## src/rtl/fir_mac_sequencer_pkg.sv

```systemverilog
// rtl/fir_mac_sequencer_pkg.sv - Q1.6 format constants, saturation helper and FSM states for the FIR sequencer
package fir_mac_sequencer_pkg;

  localparam int SAMPLE_W  = 8;
  localparam int FRAC_BITS = 6;
  localparam int PROD_W    = 16;
  localparam int Q_MAX     = 127;
  localparam int Q_MIN     = -128;

  typedef logic signed [SAMPLE_W-1:0] sample_t;

  typedef enum logic [1:0] {
    IDLE,
    MAC,
    OUT
  } state_t;

  typedef struct packed {
    logic [SAMPLE_W-1:0] data;
    logic                sat;
  } sat_t;

  // Clip a wide signed value into the Q1.6 range and flag whether clipping happened.
  function automatic sat_t saturate_q16(input logic signed [31:0] v);
    sat_t r;
    if (v > Q_MAX) begin
      r.data = SAMPLE_W'(Q_MAX);
      r.sat  = 1'b1;
    end else if (v < Q_MIN) begin
      r.data = SAMPLE_W'(Q_MIN);
      r.sat  = 1'b1;
    end else begin
      r.data = v[SAMPLE_W-1:0];
      r.sat  = 1'b0;
    end
    return r;
  endfunction

endpackage

```

## src/rtl/Multiplier_Fixed8x8.sv

```systemverilog
// rtl/Multiplier_Fixed8x8.sv - signed Q1.6 x Q1.6 multiplier, product floor-shifted back to Q1.6 scale
module Multiplier_Fixed8x8
  import fir_mac_sequencer_pkg::*;
(
  input  logic signed [SAMPLE_W-1:0] a_i,
  input  logic signed [SAMPLE_W-1:0] b_i,
  output logic signed [PROD_W-1:0]   p_o
);

  logic signed [PROD_W-1:0] full;

  assign full = a_i * b_i;
  // Arithmetic shift gives floor rounding, so P(-1, 1) = -1.
  assign p_o  = full >>> FRAC_BITS;

endmodule

```

## src/rtl/fir_mac_sequencer.sv

```systemverilog
// rtl/fir_mac_sequencer.sv - time-multiplexed FIR filter sequencing one shared Q1.6 multiplier over all taps
module fir_mac_sequencer
  import fir_mac_sequencer_pkg::*;
#(
  parameter int TAPS  = 8,
  parameter int ACC_W = 16,
  parameter int AW    = $clog2(TAPS)
) (
  input  logic                clk,
  input  logic                rst_n,
  input  logic                in_valid,
  output logic                in_ready,
  input  logic [SAMPLE_W-1:0] in_data,
  input  logic                coef_we,
  input  logic [AW-1:0]       coef_addr,
  input  logic [SAMPLE_W-1:0] coef_wdata,
  output logic                out_valid,
  input  logic                out_ready,
  output logic [SAMPLE_W-1:0] out_data,
  output logic                out_sat,
  output logic                busy
);

  state_t                  state_q, state_d;
  sample_t                 x_q [TAPS];
  sample_t                 x_d [TAPS];
  sample_t                 h_q [TAPS];
  sample_t                 h_d [TAPS];
  logic signed [ACC_W-1:0] acc_q, acc_d, acc_sum;
  logic [AW-1:0]           k_q, k_d;
  logic [SAMPLE_W-1:0]     out_data_q, out_data_d;
  logic                    out_sat_q, out_sat_d;
  logic signed [PROD_W-1:0] prod;
  logic                    accept, last_tap, coef_wr_ok;
  sat_t                    sat_res;

  assign accept     = in_valid && (state_q == IDLE);
  assign last_tap   = (k_q == AW'(TAPS - 1));
  assign coef_wr_ok = coef_we && (state_q == IDLE) && (int'(coef_addr) < TAPS);

  Multiplier_Fixed8x8 u_mult (
    .a_i (h_q[k_q]),
    .b_i (x_q[k_q]),
    .p_o (prod)
  );

  // The final result is taken from the sum including the last product, not from acc_q.
  assign acc_sum = acc_q + ACC_W'(prod);
  assign sat_res = saturate_q16(32'(acc_sum));

  always_ff @(posedge clk or negedge rst_n) begin
    if (!rst_n) begin
      state_q <= IDLE;
    end else begin
      state_q <= state_d;
    end
  end

  always_comb begin
    state_d = state_q;
    case (state_q)
      IDLE:    if (accept)    state_d = MAC;
      MAC:     if (last_tap)  state_d = OUT;
      OUT:     if (out_ready) state_d = IDLE;
      default:                state_d = IDLE;
    endcase
  end

  always_comb begin
    in_ready  = (state_q == IDLE);
    out_valid = (state_q == OUT);
    busy      = (state_q != IDLE);
  end

  assign out_data = out_data_q;
  assign out_sat  = out_sat_q;

  always_comb begin
    x_d        = x_q;
    h_d        = h_q;
    acc_d      = acc_q;
    k_d        = k_q;
    out_data_d = out_data_q;
    out_sat_d  = out_sat_q;
    // A write in the accept cycle lands before the first MAC cycle reads the bank.
    if (coef_wr_ok) begin
      h_d[coef_addr] = coef_wdata;
    end
    case (state_q)
      IDLE: begin
        if (accept) begin
          for (int i = TAPS - 1; i > 0; i--) begin
            x_d[i] = x_q[i-1];
          end
          x_d[0] = in_data;
          acc_d  = '0;
          k_d    = '0;
        end
      end
      MAC: begin
        acc_d = acc_sum;
        if (last_tap) begin
          k_d        = '0;
          out_data_d = sat_res.data;
          out_sat_d  = sat_res.sat;
        end else begin
          k_d = k_q + AW'(1);
        end
      end
      default: ;
    endcase
  end

  always_ff @(posedge clk or negedge rst_n) begin
    if (!rst_n) begin
      acc_q      <= '0;
      k_q        <= '0;
      out_data_q <= '0;
      out_sat_q  <= 1'b0;
      for (int i = 0; i < TAPS; i++) begin
        x_q[i] <= '0;
        h_q[i] <= '0;
      end
    end else begin
      acc_q      <= acc_d;
      k_q        <= k_d;
      out_data_q <= out_data_d;
      out_sat_q  <= out_sat_d;
      x_q        <= x_d;
      h_q        <= h_d;
    end
  end

endmodule

```

## config.mk

```make
export PLATFORM = sky130hd
export DESIGN_NAME = fir_mac_sequencer
export DESIGN_NICKNAME = d
export VERILOG_FILES = /design/src/rtl/fir_mac_sequencer_pkg.sv /design/src/rtl/Multiplier_Fixed8x8.sv /design/src/rtl/fir_mac_sequencer.sv
export SDC_FILE = /design/constraint.sdc
export NUM_CORES = 1
export LEC_CHECK = 0
export ABC_AREA = 0
export CORE_MARGIN = 2
export CORE_UTILIZATION = 35
export CTS_CLUSTER_SIZE = 16
export DETAILED_ROUTE_END_ITERATION = 16
export PLACE_DENSITY_LB_ADDON = 0.05
export SETUP_SLACK_MARGIN = 0.15
export SLEW_MARGIN = 20
export SYNTH_ARGS = -nofsm -noshare
export SYNTH_HDL_FRONTEND = slang
export SYNTH_SLANG_ARGS = --single-unit
```

## constraint.sdc

```tcl
create_clock -name clk -period 10.81 [get_ports clk]
set_input_delay 2.162 -clock clk [delete_from_list [all_inputs] [get_ports clk]]
set_output_delay 2.162 -clock clk [all_outputs]
set_load 0.05 [all_outputs]
```

==> metrics.md, run 1 <==
| Metric | Value |
|---|---|
| # nets final | `1134` |
| WP data arrival | `9.54 ns` |
| H-tree depth | `4` |
| Area grow syn2layout | `13.7%` |
| First DRT Iteration DRCs | `331` |
| Post-synth EDFFs | `0` |
| Cts bufs inserted | `17` |
| Worst slew pin tran | `0.997 ns` |
| Initial core utilization | `35.5%` |
| Die area | `0.0305 mm2` |
| Clock buffer depth | `2` |
| Fin crit share | `85.3%` |
| Hold Path Origin | `x_q[1]` |
| Synth Flop Type | `dfrtp_1` |
| Startpoint type of the worst setup path | `flip-flop` |
| Synth Warn # | `0` |
| CTS resizes | `0` |
| Synth top area share | `38.8%` |
| Wire per inst | `17.1 um` |
| Synth top area cells | `dfrtp_1, fa_1, nand2_1, mux2_2, mux4_2` |
| Antenna Nets Post-Route | `0` |
| Async SR Flop Fraction | `100%` |
| Endpoints failing setup | `0` |
| Clk root buf | `clkbuf_16` |
| Layout cells sized above 1 | `16.4%` |
| Reg2Reg Depth | `27` |
| Buffers on Ports | `35` |
| Setup CP Type | `flip-flop to flip-flop` |
| Fmax | `0.108 GHz` |
| Hold Path Depth | `2` |
| Pins Over Slew Limit | `0` |
| Die span in y | `175 um` |
| Global route overflow | `0` |
| Total wire length after detailed routing | `24100 um` |
| Ports | `36` |
| Largest net degree at the start of global routing | `96` |
| Fin Setup TNS | `0 ns` |
| Total GRT Usage | `16.7%` |
| Core region area | `0.0287 mm2` |
| Syn Area/Cell | `10.4 um2` |
| Vias in the first global route | `7153` |
| RSZ-0062 raised after global routing | `false` |
| Min-Delay Path Class | `flip-flop to flip-flop` |
| Die width | `175 um` |
| Global-route wire length before repair | `39800 um` |
| Status | `finished, final reports clean` |
| CP Capture Type | `flip-flop` |
| Total number of vias | `6968` |
| Initial antenna violation count | `0` |
| Seq/Total Area, Yosys | `38.8%` |
| GP Congestion | `0.803` |
| Yosys top cell by area | `dfrtp_1` |
| Maxcap violations | `0` |
| Syn nets | `1105` |
| Commonest cells after routing, fill and taps aside | `nand2_1, dfrtp_1, inv_1` |
| Vias per inst | `4.95` |
| Final clock skew | `0.0140 ns` |
| Cell area after layout | `0.0116 mm2` |
| Commonest non-fill, non-tap cell in the layout | `nand2_1` |
| R2R Setup Slk | `1.59 ns` |
| WP data required | `11.13 ns` |
| CP startpoint | `k_q[0]` |
| # Post-CTS Setup Buffers | `0` |
| Synth Instances | `982` |
| Final Hold Fails | `0` |
| Clock transition at path regs | `0.07 ns` |
| Synthesis-stage register bit count | `158` |
| Rel. slew slack | `31.6%` |
| # clock sinks | `158` |
| CTS tree | `built` |
| Post-synthesis cell area | `0.0102 mm2` |
| Residual DRC count | `0` |
| Dpl hpwl | `16800 um` |
| # hold bufs at CTS | `0` |
| Site Rows | `62` |
| Synth unique cells | `58` |
| DR pass1 iterations | `4` |
| Clock period minus worst slack | `9.22 ns` |
| Skew-Pair Late Insertion Delay | `0.44 ns` |
| DP Area | `0.0110 mm2` |
| Max FO, Critical Path | `29` |
| Worst r2r src | `k_q[0]` |
==> logic make-up after synthesis <==
family	after synthesis	share of synthesized area, %
multiplexers	113	15.8
buffers and inverters	117	4.34
XOR/XNOR	26	2.49
adder cells (fa/ha/maj)	99	16.1
AO/OA/AOI/OAI	106	7.04
AND/OR/NAND/NOR	363	15.3
flip-flops	158	38.8
==> per-layer routing <==
metal	vias up	global-route usage (%)	part of all wire, %
li1	3355	-	-
met1	3541	23.8	50
met2	62	26.9	47
met3	10	3.00	2.0
met4	0	3.75	1.3
met5	-	0	0
==> cell usage after synthesis (22+ instances only) <==
master,number
nand2_1,228
dfrtp_1,158
inv_1,80
mux2_2,65
fa_1,54
nor2_1,51
ha_1,45
mux4_2,32
clkbuf_1,29
a21oi_1,26
o21ai_0,26
nand3_1,22
==> critical path: stages, from the launching register on <==
cell and delay (ns):
dfrtp_2 1.03, buf_4 0.34, mux4_2 0.51, mux2i_1 0.65, nor2_1 0.14, fa_1 0.55, inv_1 0.05, fa_1 0.47
inv_1 0.05, fa_1 0.52, inv_1 0.05, fa_1 0.53, inv_1 0.04, ha_1 0.32, o21ai_1 0.18, a21oi_1 0.11
a221oi_2 0.44, o31ai_2 0.14, xnor2_2 0.60, ha_1 0.36, a21oi_1 0.21, o21ai_1 0.16, a31oi_1 0.33, and3b_1 0.26
o21ai_0 0.12, nor4b_1 0.52, o21ai_2 0.19, o22a_1 0.21
==> final cells by class <==
type,instances,area (um2)
fillers,2906,17100
multi-input cells,707,5800
flip-flops and latches,158,3960
well taps,384,480
repair buffers,47,442
clock buffers,17,425
inverters,80,300
clock inverters,15,180
diodes,1,2.50
==> sequential cells by signal, summed over array words and instances (netlist names) <==
signal / flops
acc_q: 16
x_q: 64
out_sat: 1
state_q: 2
h_q: 64
k_q: 3
out_data: 8
==> path summary, 6_finish.rpt <==
| check | to |
|---|---|
| worst max-delay path | out_data[4] |
| worst min-delay path | x_q[1] |
| worst max register to register | out_data[4] |
| worst min register to register | x_q[1] |
| max in group asynchronous | k_q[0] |
| min in group asynchronous | acc_q[14] |
==> through the flow <==
step | hold slack (ns) | setup WS (ns) | cells | util (%)
2_1_floorplan | 0.441 | 2.60 | 982 | -
3_3_place_gp | 0.456 | 1.58 | 1376 | 38.2
3_5_place_dp | 0.462 | 1.52 | 1376 | 38.2
4_1_cts | 0.481 | 1.48 | 1408 | 40.3
5_1_grt | 0.504 | 0.884 | 1408 | 40.3
6_report | 0.472 | 1.59 | 1409 | 40.3
Power of run 1 is left out: the tool's default activity adds up to more than one toggle a clock period on the data nets, which glitch-free logic cannot reach.
==> run 2, diff against run 1 <==
- CTS_BUF_LIST: not set -> sky130_fd_sc_hd__clkbuf_2 sky130_fd_sc_hd__clkbuf_4 sky130_fd_sc_hd__clkbuf_8
==> run 2 against run 1 <==
  * Count of clock-buffer cells in the layout unchanged
  * Routed wire length is 0.17% higher
  * Sequential share of layout area grew 0.57 points
  * Die area is the same
  * Critical path type unchanged
  * Critical endpoint unchanged
==> metrics.md, run 2 (same netlist as run 1, synthesis figures left out) <==
| Metric | Value |
|---|---|
| Status | `finished, final reports clean` |
| Clock period minus worst slack | `9.20 ns` |
| Initial core utilization | `35.5%` |
| Die area | `0.0305 mm2` |
| CP Capture Type | `flip-flop` |
| Layout cells sized above 1 | `16.4%` |
| DP Area | `0.0110 mm2` |
| Total number of vias | `6944` |
| CTS resizes | `0` |
| Commonest non-fill, non-tap cell in the layout | `nand2_1` |
| Clk root buf | `clkbuf_8` |
| Wire per inst | `17.2 um` |
| Setup CP Type | `flip-flop to flip-flop` |
| Pins Over Slew Limit | `0` |
| Skew-Pair Late Insertion Delay | `0.47 ns` |
| Dpl hpwl | `16800 um` |
| Hold EP | `x_q[1]` |
| Area grow syn2layout | `11.8%` |
| Clock transition at path regs | `0.10 ns` |
| Worst r2r dst | `out_data[4]` |
| CP max stage cell | `dfrtp_2` |
| Rel. slew slack | `32.1%` |
| Worst r2r src | `k_q[0]` |
| Final Hold Fails | `0` |
| Multi-input logic area | `0.00580 mm2` |
| Hold Path Depth | `2` |
| Worst slew pin tran | `0.990 ns` |
| Hold_ws | `0.479 ns` |
| Largest regs | `h_q: 64 flops, x_q: 64 flops, acc_q: 16 flops` |
| Endpoints failing setup | `0` |
| Buffers on Ports | `35` |
| Core region area | `0.0287 mm2` |
| Fill cells | `2922` |
| GP Congestion | `0.803` |
| Global route overflow | `0` |
| First DRT Iteration DRCs | `352` |
| R2R Setup Slk | `1.61 ns` |
| Clock buffer depth | `2` |
| Die width | `175 um` |
| Antenna Nets Post-Route | `0` |
| Register Area | `0.00396 mm2` |
| Vias per inst | `4.93` |
| Die span in y | `175 um` |
| Maxcap violations | `0` |
| Final clock skew | `0.0185 ns` |
| Commonest cells after routing, fill and taps aside | `nand2_1, dfrtp_1, inv_1` |
| # hold bufs at CTS | `0` |
| Global-route wire length before repair | `39800 um` |
| Cts bufs inserted | `17` |
| # clock sinks | `158` |
| # Post-CTS Setup Buffers | `0` |
| Largest net degree at the start of global routing | `96` |
| CP peak stage delay | `1.04 ns` |
| WP data required | `11.17 ns` |
| Vias in the first global route | `7167` |
| Ports | `36` |
| RSZ-0062 raised after global routing | `false` |
| Startpoint type of the worst setup path | `flip-flop` |
| Initial antenna violation count | `0` |
| Reg2Reg Depth | `27` |
| DR pass1 iterations | `4` |
| Fmax | `0.109 GHz` |
| Hold Path Origin | `x_q[1]` |
| CTS tree | `built` |
| Fin Setup TNS | `0 ns` |
| H-tree depth | `4` |
| WP data arrival | `9.56 ns` |
| Fin crit share | `85.1%` |
| Max FO, Critical Path | `29` |
| Total GRT Usage | `16.7%` |
| Residual DRC count | `0` |
| Total wire length after detailed routing | `24200 um` |
| Min-Delay Path Class | `flip-flop to flip-flop` |
| Cell area after layout | `0.0114 mm2` |
| # nets final | `1134` |
| Site Rows | `62` |
[run 2: cell types whose count changed in the layout (fill, tap and decap cells not counted)]
cell / before / now
clkbuf_16: 17 / 0
clkbuf_8: 0 / 17
[run 2: per-stage QoR]
| step | std cells | utilization (%) | worst slack (ns) |
|---|---|---|---|
| final | 1409 | 39.7 | 1.61 |
| after CTS | 1408 | 39.7 | 1.49 |
| after global placement | 1376 | 38.2 | 1.58 |
| after detailed placement | 1376 | 38.2 | 1.52 |
| after global routing | 1408 | 39.7 | 0.890 |
| after floorplan | 982 | - | 2.60 |
[run 2: worst max path at each step]
stage          startpoint     endpoint
2_1_floorplan      k_q[0]  out_data[0]
3_3_place_gp       k_q[0]  out_data[0]
3_5_place_dp       k_q[0]  out_data[0]
4_1_cts            k_q[0]  out_data[0]
5_1_grt            k_q[0]  out_data[4]
6_report           k_q[0]  out_data[4]
[run 2: cell type report]
cell class	instances	area share (%)
inverter	80	2.64
clock buffer	17	2.05
antenna	1	0.0220
sequential	158	34.7
clock inverter	15	1.58
tap	384	4.22
timing repair buffer	47	3.88
multi-input combinational	707	50.9
[run 2: worst max-delay path: cells and delay by family (launching register included)]
family | cells | cell delay, ns
adder cells (fa/ha/maj) | 6 | 2.75
XOR/XNOR | 1 | 0.60
buffers and inverters | 5 | 0.53
AO/OA/AOI/OAI | 10 | 2.07
AND/OR/NAND/NOR | 3 | 0.92
flip-flops | 1 | 1.04
multiplexers | 2 | 1.15
[run 2: layer usage]
metal  track usage [%]  routed length (um)
met1              23.7               12100
met2              26.9               11400
met3              2.87                 463
met4              3.85                 287
met5                 0                   0
Power of run 2 is left out for the same reason.
